## config.mk

```make
export PLATFORM = sky130hd
export DESIGN_NAME = pipe_skid_stage
export DESIGN_NICKNAME = d
export VERILOG_FILES = /design/src/rtl/riscv_pipe_pkg.sv /design/src/rtl/sat_counter.sv /design/src/rtl/pipe_skid_stage.sv
export SDC_FILE = /design/constraint.sdc
export NUM_CORES = 1
export LEC_CHECK = 0
export ABC_AREA = 1
export CAP_MARGIN = 5
export CORE_MARGIN = 3
export CORE_UTILIZATION = 45
export CTS_CLUSTER_DIAMETER = 60
export DETAILED_ROUTE_END_ITERATION = 10
export PLACE_DENSITY = 0.76
export SLEW_MARGIN = 15
export SYNTH_ARGS = -nofsm -noshare
export SYNTH_HDL_FRONTEND = slang
export SYNTH_HIERARCHICAL = 1
export SYNTH_SLANG_ARGS = --single-unit
```

## constraint.sdc

```tcl
create_clock -name clk -period 7.2 [get_ports clk]
set_input_delay 0.72 -clock clk [delete_from_list [all_inputs] [get_ports clk]]
set_output_delay 0.72 -clock clk [all_outputs]
set_load 0.02 [all_outputs]
```

## src/rtl/riscv_pipe_pkg.sv

```systemverilog
// Shared definitions for the fetch/decode pipeline stages.
//   state_t   : occupancy state of the two-entry skid stage
//   NOP_INSTR : canonical RISC-V NOP (addi x0,x0,0), used as the bubble
package riscv_pipe_pkg;

  typedef enum logic [1:0] {
    ST_EMPTY = 2'd0,
    ST_ONE   = 2'd1,
    ST_TWO   = 2'd2
  } state_t;

  localparam logic [31:0] NOP_INSTR = 32'h0000_0013;

endpackage

```

## src/rtl/sat_counter.sv

```systemverilog
// Saturating up-counter with synchronous active-low clear.
// Ports:
//   clk   : rising-edge clock
//   clear : 0 = clear count to zero (synchronous, wins over inc)
//   inc   : add one this cycle unless already at all-ones
//   count : current count
module sat_counter #(
  parameter int CNT_W = 8
) (
  input  logic             clk,
  input  logic             clear,
  input  logic             inc,
  output logic [CNT_W-1:0] count
);

  always_ff @(posedge clk) begin
    if (!clear) begin
      count <= '0;
    end else if (inc && (count != {CNT_W{1'b1}})) begin
      count <= count + 1'b1;
    end
  end

endmodule

```

## src/rtl/pipe_skid_stage.sv

```systemverilog
// Two-entry skid buffer between fetch and decode.
// MAIN is the head entry shown on the output; SKID catches one extra beat
// so in_ready can be a pure function of registered state.
//
// Handshake: a beat moves on a port in a cycle where valid and ready are
// both 1 at the rising edge. Here accept = in_valid & in_ready and
// drain = out_valid & out_ready & ~stall; stall only blocks the drain.
// flush empties the stage and drops the same-cycle input beat. reset
// (active low, synchronous) overrides everything.
//
// Ports:
//   clk, reset            : clock, synchronous active-low reset
//   in_valid/in_ready     : upstream handshake, with in_pc/in_instr
//   stall, flush          : hazard-unit hold and control-hazard kill
//   out_valid/out_ready   : downstream handshake, with out_pc/out_instr
//   flush_cnt             : saturating count of cycles with flush=1
//   state_dbg             : current occupancy state (debug visibility)
module pipe_skid_stage
  import riscv_pipe_pkg::*;
#(
  parameter int                PC_W         = 32,
  parameter int                INSTR_W      = 32,
  parameter logic [INSTR_W-1:0] BUBBLE_INSTR = INSTR_W'(NOP_INSTR),
  parameter int                CNT_W        = 8
) (
  input  logic               clk,
  input  logic               reset,
  input  logic               in_valid,
  output logic               in_ready,
  input  logic [PC_W-1:0]    in_pc,
  input  logic [INSTR_W-1:0] in_instr,
  input  logic               stall,
  input  logic               flush,
  output logic               out_valid,
  input  logic               out_ready,
  output logic [PC_W-1:0]    out_pc,
  output logic [INSTR_W-1:0] out_instr,
  output logic [CNT_W-1:0]   flush_cnt,
  output logic [1:0]         state_dbg
);

  state_t             state;
  logic [PC_W-1:0]    main_pc;
  logic [INSTR_W-1:0] main_instr;
  logic [PC_W-1:0]    skid_pc;
  logic [INSTR_W-1:0] skid_instr;
  logic               accept;
  logic               drain;

  // Ready/valid decode from registered state only: no out_ready -> in_ready path.
  assign in_ready  = (state != ST_TWO);
  assign out_valid = (state != ST_EMPTY);
  assign accept    = in_valid & in_ready;
  assign drain     = out_valid & out_ready & ~stall;
  assign state_dbg = state;

  // Entry data is not reset; the EMPTY decode masks it on the outputs.
  assign out_pc    = out_valid ? main_pc    : '0;
  assign out_instr = out_valid ? main_instr : BUBBLE_INSTR;

  always_ff @(posedge clk) begin
    if (!reset) begin
      state <= ST_EMPTY;
    end else if (flush) begin
      state <= ST_EMPTY;
    end else begin
      case (state)
        ST_EMPTY: begin
          if (accept) begin
            state      <= ST_ONE;
            main_pc    <= in_pc;
            main_instr <= in_instr;
          end
        end
        ST_ONE: begin
          if (accept && drain) begin
            main_pc    <= in_pc;
            main_instr <= in_instr;
          end else if (accept) begin
            state      <= ST_TWO;
            skid_pc    <= in_pc;
            skid_instr <= in_instr;
          end else if (drain) begin
            state <= ST_EMPTY;
          end
        end
        ST_TWO: begin
          // in_ready is 0 here, so only a drain can change anything.
          if (drain) begin
            state      <= ST_ONE;
            main_pc    <= skid_pc;
            main_instr <= skid_instr;
          end
        end
        default: state <= ST_EMPTY;
      endcase
    end
  end

  sat_counter #(
    .CNT_W(CNT_W)
  ) u_flush_cnt (
    .clk  (clk),
    .clear(reset),
    .inc  (flush),
    .count(flush_cnt)
  );

endmodule

```

==> After elaboration in Yosys (flattened, before gate mapping) <==
Index checks and enable logic that the tools add are counted.
{ "word_totals": {"reg_bits": 138, "out_inout_bits": 76} }
{ "classes": {"n_addsub": 1, "eq_ne": 9, "mux": 16, "bitwise": 7, "reduce_logical": 9} }
{ "op_table": {"columns": ["operator", "count"], "rows": [
  ["32-bit two-way mux", 8],
  ["32-bit one-hot mux with 3 select lines", 2],
  ["2-bit two-way mux", 5],
  ["2-bit inequality test, second input constant", 5],
  ["8-bit by 1-bit adder with 8-bit output, second input constant", 1],
  ["8-bit inequality test, second input constant", 1],
  ["2-bit one-hot mux with 3 select lines", 1],
  ["6-bit AND reduction", 1],
  ["5-bit AND reduction", 1],
  ["1-bit inverter", 4],
  ["4-bit AND reduction", 1],
  ["1-bit bitwise AND", 3],
  ["3-bit inequality test, second input constant", 1],
  ["3-bit nonzero test", 1],
  ["2-bit by 1-bit == test with 1-bit output, second input constant", 1],
  ["2-bit == test, second input constant", 1],
  ["1-bit logical AND", 2],
  ["2-bit zero test", 1],
  ["2-bit nonzero test", 1],
  ["2-bit OR reduction", 1]
]} }

==> Longest topological paths before layout <==
Gate-level depths: netlist of run 1.
{ "depth": {"depth_word": 7, "depth_mapped": 8, "depth_no_buf": 7} }

==> Modules after synthesis <==
The synthesis of run 1 kept the hierarchy.
{ "by_module_without_submodules": {"columns": ["module", "n_inst", "cells_each", "area_per_inst_um2", "seq_area_each_um2"], "rows": [
  ["pipe_skid_stage", 1, 499, 5410.2, 3883.7],
  ["sat_counter", 1, 76, 496.7, 160.2]
]} }

==> Worst setup path before layout of run 1 <==
OpenSTA, ideal clock, no wires.
{ "synth_timing": {"path_kind": "input port to flip-flop", "startpoint": "input reset", "endpoint": "register skid_instr[0] (enable)", "setup_ns": 0.582, "arrival_ns": 5.674, "required_time_ns": 6.618, "setup_slack_ns": 0.944, "cell_stages": 4, "cell_sequence": "inv_1 -> nor2_1 -> inv_1 -> a211oi_1"} }
{ "synth_via": {"elab_chain_len": 1} }
{ "synth_rtl": {"columns": ["element", "line_no", "text"], "rows": [
  ["start: declaration", "pipe_skid_stage.sv:27", "input logic reset,"],
  ["5-bit AND reduction (no line)", null, null],
  ["end signal: assignment", "pipe_skid_stage.sv:82", "skid_instr <= in_instr;"],
  ["end: declaration", "pipe_skid_stage.sv:46", "logic [INSTR_W-1:0] skid_instr;"]
]} }
Every way passes these cells.
A chain may end at the register's enable or synchronous reset.

==> Worst setup path in the final report of run 1 <==
{ "layout_timing": {"startpoint": "register state[1] (netlist: state_dbg[1])", "endpoint": "output out_instr[4]"} }
{ "layout_via": {"elab_chain_len": 2} }
{ "layout_rtl": {"columns": ["element", "line_no", "text"], "rows": [
  ["start: declaration", "pipe_skid_stage.sv:42", "state_t state;"],
  ["start signal: assignment", "pipe_skid_stage.sv:63", "state <= ST_EMPTY;"],
  ["start signal: assignment", "pipe_skid_stage.sv:65", "state <= ST_EMPTY;"],
  ["start signal: assignment", "pipe_skid_stage.sv:70", "state <= ST_ONE;"],
  ["2-bit nonzero test", "pipe_skid_stage.sv:52", "assign out_valid = (state != ST_EMPTY);"],
  ["32-bit two-way mux", "pipe_skid_stage.sv:59", "assign out_instr = out_valid ? main_instr : BUBBLE_INSTR;"],
  ["end: declaration", "pipe_skid_stage.sv:37", "output logic [INSTR_W-1:0] out_instr,"]
]} }
Every way passes these cells.

==> flow_metrics.py, run 1 <==
metrics = {
    "clock_network": {
        "clkTransAtPathRegs_ns": 0.06,
        "max-clock-path-buffers": 2,
        "cts.repair.resized": 0,
        "htreeDepth": 4,
        "holdBufCountCts": 0,
        "post_cts_setup_inserts": 0,
        "insertion_delay_ns": 0.40,
        "numCtsBuffers": 17,
        "clockRootBuffer": "clkbuf_16",
        "cts_tree": "built",
        "cts_sinks": 138,
    },
    "floorplanning": {
        "fp.dieArea_mm2": 0.0145,
        "row_count": 41,
        "chipWidth_um": 121,
        "fp.coreArea_mm2": 0.0127,
        "starting_density_of_the_core": 0.464,
        "die_height_um": 121,
        "io_pins": 146,
    },
    "route": {
        "vias_per_cell": 4.63,
        "dr_total_vias": 4189,
        "total_met2_wirelength_after_detailed_routing_um": 6050,
        "wirelength_um": 12400,
        "initial_drc_count": 255,
        "route.detailed.wl_per_inst_um": 13.7,
        "postRouteAntennaNets": 0,
        "post-route-drc-count": 0,
        "dr.pass1.iters": 5,
        "met3_wirelength_um": 951,
        "met1Wirelength_um": 5250,
        "top_layer": "met4",
    },
    "synth": {
        "synth_commonest_cells": "nand2_1, edfxtp_1, nor2_1",
        "main_area_contributors_after_synthesis": "edfxtp_1, nand2_1, nor2_1",
        "share_of_flip_flops_with_an_asynchronous_set_or_reset_after_synthesis": 0,
        "flip_flop_and_latch_count_after_synthesis": 138,
        "yosysSeqAreaShare": 0.685,
        "synthDistinctLibCells": 21,
        "edff_count_synth": 128,
        "cells_after_synthesis": 575,
        "yosysWarningCount": 6,
        "mappedNetlistArea_mm2": 0.00591,
        "cell_taking_the_most_area_after_synthesis": "edfxtp_1",
        "synth_fp_nets": 646,
        "synthFlopType": "edfxtp_1",
        "post-synth-top-count-cell": "nand2_1",
        "syn_area_per_cell_um2": 10.3,
        "synth_top_area_share": 0.651,
    },
    "placement": {
        "portBuffers": 145,
        "gp_congestion": 0.888,
        "dpl.hpwl_um": 8140,
        "dp_cells": 872,
    },
    "power_and_ir_drop": {
        "power.density_cell_area_mw_per_mm2": 242,
        "worst_ir_drop_vdd_v": 0.000123,
        "power.static_leakage_nw": 3.34,
    },
    "global_routing": {
        "grt_overflow": 0,
        "global_route_wire_length_before_repair_um": 19700,
        "grt_pass1_vias": 4051,
        "grt.total_usage": 0.174,
        "number_of_antenna_violations_at_the_first_check_in_global_routing": 0,
        "maximum_number_of_pins_on_one_net_before_global_route_repair": 70,
    },
    "worst_setup_path": {
        "crit_start": "state_dbg[1]",
        "r2r-start": "state_dbg[0]",
        "worst-endpoint-required_ns": 6.48,
        "critPathKind": "flip-flop to output port",
        "worst_setup_path_start_kind": "flip-flop",
        "worstSetupEndpointType": "output port",
        "worstPathArrival_ns": 2.67,
        "maximum_fanout_along_the_worst_path": 64,
    },
    "min_path": {
        "timing.hold.worst.start": "skid_pc[31]",
        "worst_hold_path_type": "flip-flop to flip-flop",
    },
    "cells_and_area": {
        "finish.cell_count_without_fillers": 904,
        "drive_gt1_frac": 0.0669,
        "multiInputGateArea_mm2": 0.00136,
        "fillCellCount": 1067,
        "flow.area_growth_from_synthesis_pct": 35.7,
        "final-seq-area_mm2": 0.00404,
        "diodes": 0,
        "post_layout_net_count": 790,
    },
    "sta": {
        "max-slew-margin-rel": 0.269,
        "rsz_0062_raised_after_global_routing": "no",
        "drv_slew": 0,
        "setup_viol": 0,
        "finalCriticalPeriod_ns": 3.39,
        "finClkSkew_ns": 0.00844,
        "layout_worst_path_cycle_share": 0.470,
        "max_freq_mhz": 295,
        "finalHoldViolCount": 0,
        "timing.setup.tns_ns": 0,
        "timing_worst_slew_pin_value_ns": 1.10,
    },
    "outcome": {
        "status": "finished, final reports clean",
    },
    "job": {
        "max-cap-violations": 0,
    },
}
critical path, cell delays in order, from the launching register on:
cell             delay [ns]
dfxtp_1                0.35
inv_1                  0.17
nand2_4                0.10
inv_2                  0.72
or2_2                  0.26
clkdlybuf4s50_1        0.61
sequential cells by signal, indices dropped and copies added (netlist names):
register / count
u_flush_cnt/count: 8
main_instr: 32
state_dbg: 2
skid_instr: 32
main_pc: 32
skid_pc: 32
cell families after synthesis:
logic type,count (synthesis),synth area share
AO/OA/AOI/OAI,8,0.00763
AND/OR/NAND/NOR,324,0.216
buffers and inverters,104,0.0892
flip-flops,138,0.685
adder cells (fa/ha/maj),1,0.00212
final timing paths:
| path | end | slack (ns) | cells after the start |
|---|---|---|---|
| max | out_instr[4] | 3.81 | 5 |
| min | main_pc[31] | 0.50 | 2 |
| max reg2reg | state_dbg[0] | 4.84 | 5 |
| min reg2reg | main_pc[31] | 0.50 | 2 |
routing by layer:
metal	track usage	vias to the layer above
li1	-	2086
met1	0.221	1935
met2	0.285	160
met3	0.0557	8
met4	0.0538	0
met5	0	-
power breakdown:
| part | internal [W] | switching (W) | total [W] |
|---|---|---|---|
| Clock | 0.000573 | 0.000315 | 0.000888 |
| Sequential | 0.000896 | 0.00000564 | 0.000901 |
| Combinational | 0.0000740 | 0.0000766 | 0.000151 |
| Total | 0.00154 | 0.000397 | 0.00194 |
through the flow:
step	instance area (µm²)	total power (W)	setup WS, ns	util	hold slack [ns]
finish	8010	0.00194	3.81	0.630	0.503
CTS	8010	0.00196	3.78	0.630	0.505
global route	8010	0.00200	3.66	0.630	0.523
global placement	7400	0.00107	4.26	0.581	0.491
detailed placement	7400	0.00107	4.17	0.581	0.494
floorplan	5910	0.000990	0.944	-	0.487
cells in the final DEF, fill, tap and decap left out, drive strengths merged:
master and count:
a211oi 1, a21o 1, a21oi 6, buf 3
bufinv 3, clkbuf 22, clkdlybuf4s50 145, clkinv 3
clkinvlp 4, dfxtp 10, edfxtp 128, ha 1
inv 81, nand2 224, nand3 12, nand3b 2
nor2 83, or2 3
layout make-up:
type / count / share of cell area
Inverter: 81 / 0.0379
Tap cell: 172 / 0.0269
Multi-Input combinational cell: 333 / 0.170
Clock inverter: 10 / 0.0178
Clock buffer: 22 / 0.0592
Sequential cell: 138 / 0.505
Timing Repair Buffer: 148 / 0.184
No activity file was read; power rests on OpenSTA's default activity.
==> run 2: changes to the inputs <==
Clock period 7.2 ns to 3.27 ns, I/O delays scaled along.
==> run 2 against run 1 <==
Net effect:
- routed wire length increased by 1.6%
- count of clock-buffer cells in the layout is 5 lower
- sequential share of layout area fell by 0.24 points
==> flow_metrics.py, run 2 (synthesis results as in run 1) <==
metrics = {
    "sta": {
        "rsz_0062_raised_after_global_routing": "no",
        "timing_worst_slew_pin_value_ns": 1.08,
        "finalHoldViolCount": 0,
        "max_freq_mhz": 348,
        "timing.setup.tns_ns": 0,
        "drv_slew": 0,
        "whs_ns": 0.491,
        "finalCriticalPeriod_ns": 2.88,
        "max-slew-margin-rel": 0.276,
        "finClkSkew_ns": 0.00687,
        "setup_viol": 0,
        "layout_worst_path_cycle_share": 0.880,
    },
    "global_routing": {
        "grt_pass1_vias": 4236,
        "grt_overflow": 0,
        "global_route_wire_length_before_repair_um": 20000,
        "grt.total_usage": 0.175,
        "number_of_antenna_violations_at_the_first_check_in_global_routing": 0,
        "maximum_number_of_pins_on_one_net_before_global_route_repair": 66,
    },
    "route": {
        "vias_per_cell": 4.58,
        "route.detailed.wl_per_inst_um": 13.9,
        "initial_drc_count": 316,
        "dr.pass1.iters": 5,
        "wirelength_um": 12600,
        "postRouteAntennaNets": 0,
        "post-route-drc-count": 0,
        "dr_total_vias": 4147,
    },
    "cells_and_area": {
        "fillCellCount": 1056,
        "drive_gt1_frac": 0.0655,
        "mostFrequentLayoutCell": "nand2_1",
        "diodes": 0,
        "flow.area_growth_from_synthesis_pct": 36.3,
        "most-common-layout-cells": "nand2_1, clkdlybuf4s50_1, edfxtp_1",
        "post_layout_net_count": 792,
    },
    "min_path": {
        "worst_hold_path_type": "flip-flop to flip-flop",
    },
    "placement": {
        "dpl.hpwl_um": 8410,
        "portBuffers": 145,
        "gp_congestion": 0.875,
    },
    "clock_network": {
        "numCtsBuffers": 17,
        "clockRootBuffer": "clkbuf_16",
        "clkTransAtPathRegs_ns": 0.06,
        "htreeDepth": 4,
        "holdBufCountCts": 0,
        "insertion_delay_ns": 0.40,
        "post_cts_setup_inserts": 0,
        "cts_tree": "built",
        "max-clock-path-buffers": 2,
        "cts_sinks": 138,
        "cts.repair.resized": 0,
    },
    "worst_setup_path": {
        "worstSetupEndpointType": "output port",
        "critPathKind": "flip-flop to output port",
        "maximum_fanout_along_the_worst_path": 42,
        "timing.critical_path.max_delay_family": "buffers and inverters",
        "worstPathArrival_ns": 2.55,
        "worst_path_largest_cell_delay_ns": 0.55,
        "crit_path_top_delay_cell": "inv_2",
        "critical_path_buffers_and_inverters": 4,
        "worst_setup_path_start_kind": "flip-flop",
        "sequence_of_cells_on_the_critical_path": "inv_1 > nand2_4 > inv_2 > buf_4 > nor2_1 > clkdlybuf4s50_1",
        "worst-endpoint-required_ns": 2.94,
    },
    "floorplanning": {
        "starting_density_of_the_core": 0.464,
        "die_height_um": 121,
        "fp.dieArea_mm2": 0.0145,
        "io_pins": 146,
        "chipWidth_um": 121,
        "row_count": 41,
        "fp.coreArea_mm2": 0.0127,
    },
    "power_and_ir_drop": {
        "power.density_cell_area_mw_per_mm2": 540,
        "power.static_leakage_nw": 3.37,
        "worst_ir_drop_vdd_v": 0.000316,
    },
    "outcome": {
        "status": "finished, final reports clean",
    },
    "job": {
        "max-cap-violations": 0,
    },
}
[run 2: cell count changes in the layout (fill, tap and decap cells not counted)]
cell / previous run / this run
clkbuf_1: 2 / 0
clkbuf_8: 3 / 0
clkinv_1: 0 / 4
buf_12: 0 / 1
buf_4: 3 / 4
bufinv_16: 3 / 5
clkinv_4: 2 / 1
inv_6: 0 / 1
clkinvlp_4: 4 / 2
[run 2: metal layers]
metal	routed length, µm	track usage	vias to the layer above
met5	0	0	-
li1	-	-	2088
met3	846	0.0529	7
met4	82	0.0467	0
met1	5190	0.213	1925
met2	6460	0.304	127
[run 2: worst paths after layout]
kind                              from              endpoint  slack [ns]  depth (start not counted)
hold / removal    u_flush_cnt/count[6]  u_flush_cnt/count[6]        0.49                          2
setup / recovery          state_dbg[1]            out_pc[31]        0.39                          6
setup reg to reg          state_dbg[0]        main_instr[10]        1.24                          5
hold reg to reg   u_flush_cnt/count[6]  u_flush_cnt/count[6]        0.49                          2
[run 2: power by group]
part           leakage, nW  switching, W  internal [W]
Combinational         1.82      0.000172      0.000165
Sequential            1.24     0.0000127       0.00197
Clock                0.299      0.000687       0.00134
Total                 3.37      0.000872       0.00348
[run 2: per-stage QoR]
step,power (W),instance area [µm²],instances,setup WS (ns),utilization
2_1_floorplan,0.00218,5920,575,0.143,-
5_1_grt,0.00450,8050,905,0.236,0.633
4_1_cts,0.00439,8050,905,0.382,0.633
3_5_place_dp,0.00236,7420,874,0.823,0.584
6_report,0.00435,8050,905,0.394,0.633
3_3_place_gp,0.00235,7420,874,0.897,0.584
[run 2: layout make-up]
| class | count | area (µm²) | share of cell area |
|---|---|---|---|
| flip-flops and latches | 138 | 4040 | 0.502 |
| inverters | 81 | 304 | 0.0378 |
| clock inverters | 14 | 203 | 0.0252 |
| clock buffers | 17 | 425 | 0.0528 |
| well taps | 172 | 215 | 0.0267 |
| repair buffers | 150 | 1500 | 0.186 |
| multi-input cells | 333 | 1360 | 0.169 |
[run 2: worst min-delay path, cell delays in order (launching register included)]
cell and delay (ns):
dfxtp_1 0.33, inv_1 0.06, a21oi_1 0.05
==> run 3: changes to the inputs <==
Settings changed: RECOVER_POWER set to 25.
==> run 3 against run 2 <==
Net effect:
- count of clock-buffer cells in the layout unchanged
- final area shrank 0.17%
- clock power barely moved
- global-route usage did not move
- setup slack improved by 0.00061 ns
- sequential share of layout area is 0.086 points higher
- die area unchanged
- critical path depth unchanged
- core utilization down 0.11 points
- cell count unchanged
- clock skew is 0.00087 ns higher
- critical path type unchanged
- critical endpoint unchanged
- largest power group unchanged
==> flow_metrics.py, run 3 (synthesis results as in run 1) <==
metrics = {
    "global_routing": {
        "grt_overflow": 0,
        "grt.total_usage": 0.175,
        "maximum_number_of_pins_on_one_net_before_global_route_repair": 66,
        "number_of_antenna_violations_at_the_first_check_in_global_routing": 0,
        "grt_pass1_vias": 4236,
        "global_route_wire_length_before_repair_um": 20000,
    },
    "clock_network": {
        "post_cts_setup_inserts": 0,
        "holdBufCountCts": 0,
        "htreeDepth": 4,
        "cts_tree": "built",
        "max-clock-path-buffers": 2,
        "cts_sinks": 138,
        "insertion_delay_ns": 0.40,
        "cts.repair.resized": 0,
        "numCtsBuffers": 17,
        "clockRootBuffer": "clkbuf_16",
        "clkTransAtPathRegs_ns": 0.06,
    },
    "worst_setup_path": {
        "critPathKind": "flip-flop to output port",
        "worstSetupEndpointType": "output port",
        "worstPathArrival_ns": 2.55,
        "maximum_fanout_along_the_worst_path": 42,
        "worst-endpoint-required_ns": 2.94,
        "worst_setup_path_start_kind": "flip-flop",
    },
    "power_and_ir_drop": {
        "power.density_cell_area_mw_per_mm2": 539,
        "power.static_leakage_nw": 3.40,
        "worst_ir_drop_vdd_v": 0.000313,
    },
    "sta": {
        "drv_slew": 0,
        "whs_ns": 0.488,
        "layout_worst_path_cycle_share": 0.879,
        "setup_viol": 0,
        "max-slew-margin-rel": 0.0953,
        "final_critical_path_setup_slack_ns": 0.395,
        "finalCriticalPeriod_ns": 2.88,
        "max_freq_mhz": 348,
        "rsz_0062_raised_after_global_routing": "no",
        "timing_worst_slew_pin_value_ns": 1.36,
        "timing.setup.tns_ns": 0,
        "finalHoldViolCount": 0,
        "finClkSkew_ns": 0.00774,
    },
    "cells_and_area": {
        "mostFrequentLayoutCell": "nand2_1",
        "drive_gt1_frac": 0.0600,
        "postLayoutCellArea_mm2": 0.00804,
        "post_layout_net_count": 792,
        "fillCellCount": 1059,
        "postLayoutCoreUtil": 0.632,
        "diodes": 0,
        "flow.area_growth_from_synthesis_pct": 36.1,
        "most-common-layout-cells": "nand2_1, edfxtp_1, nor2_1",
    },
    "floorplanning": {
        "die_height_um": 121,
        "row_count": 41,
        "chipWidth_um": 121,
        "fp.coreArea_mm2": 0.0127,
        "io_pins": 146,
        "starting_density_of_the_core": 0.464,
        "fp.dieArea_mm2": 0.0145,
    },
    "route": {
        "initial_drc_count": 308,
        "dr.pass1.iters": 5,
        "route.detailed.wl_per_inst_um": 13.9,
        "wirelength_um": 12600,
        "vias_per_cell": 4.64,
        "postRouteAntennaNets": 0,
        "post-route-drc-count": 0,
        "dr_total_vias": 4202,
    },
    "placement": {
        "gp_congestion": 0.875,
        "postPlaceCellArea_mm2": 0.00742,
        "pre_cts_ws_ns": 0.823,
        "dpl.hpwl_um": 8410,
        "portBuffers": 145,
    },
    "outcome": {
        "status": "finished, final reports clean",
    },
    "job": {
        "max-cap-violations": 0,
    },
    "min_path": {
        "worst_hold_path_type": "flip-flop to flip-flop",
    },
}
run 3: layout make-up:
| type | count | area [µm²] | share of cell area |
|---|---|---|---|
| well taps | 172 | 215 | 0.0268 |
| clock inverters | 14 | 203 | 0.0252 |
| multi-input cells | 333 | 1350 | 0.168 |
| inverters | 81 | 304 | 0.0378 |
| flip-flops and latches | 138 | 4040 | 0.503 |
| repair buffers | 150 | 1500 | 0.186 |
| clock buffers | 17 | 425 | 0.0529 |
run 3: metrics by stage:
step	instances	total power, W
after detailed placement	874	0.00236
after global placement	874	0.00235
after CTS	905	0.00439
final	905	0.00433
after floorplan	575	0.00218
after global routing	905	0.00448
run 3: final timing paths:
check        slack [ns]  cells past startpoint                 start              endpoint
max                0.39                      6          state_dbg[1]            out_pc[31]
min                0.49                      2  u_flush_cnt/count[6]  u_flush_cnt/count[6]
max reg2reg        0.62                      5          state_dbg[0]           main_pc[20]
min reg2reg        0.49                      2  u_flush_cnt/count[6]  u_flush_cnt/count[6]
run 3: routing by layer:
metal / track usage / part of all wire / up-vias
met5: 0 / 0 / -
met4: 0.0467 / 0.0072 / 0
met3: 0.0529 / 0.070 / 11
met2: 0.304 / 0.52 / 134
met1: 0.213 / 0.41 / 1964
li1: - / - / 2093
run 3: power by group:
group	internal, W	switching (W)	total [W]
logic	0.000148	0.000172	0.000320
registers	0.00197	0.0000124	0.00198
clock network	0.00134	0.000686	0.00203
run 3: critical path, stage by stage, from the launching register on:
cell and delay, ns:
dfxtp_1 0.35, inv_1 0.17, nand2_4 0.10, inv_2 0.55, buf_4 0.36, nor2_1 0.07, clkdlybuf4s50_1 0.54
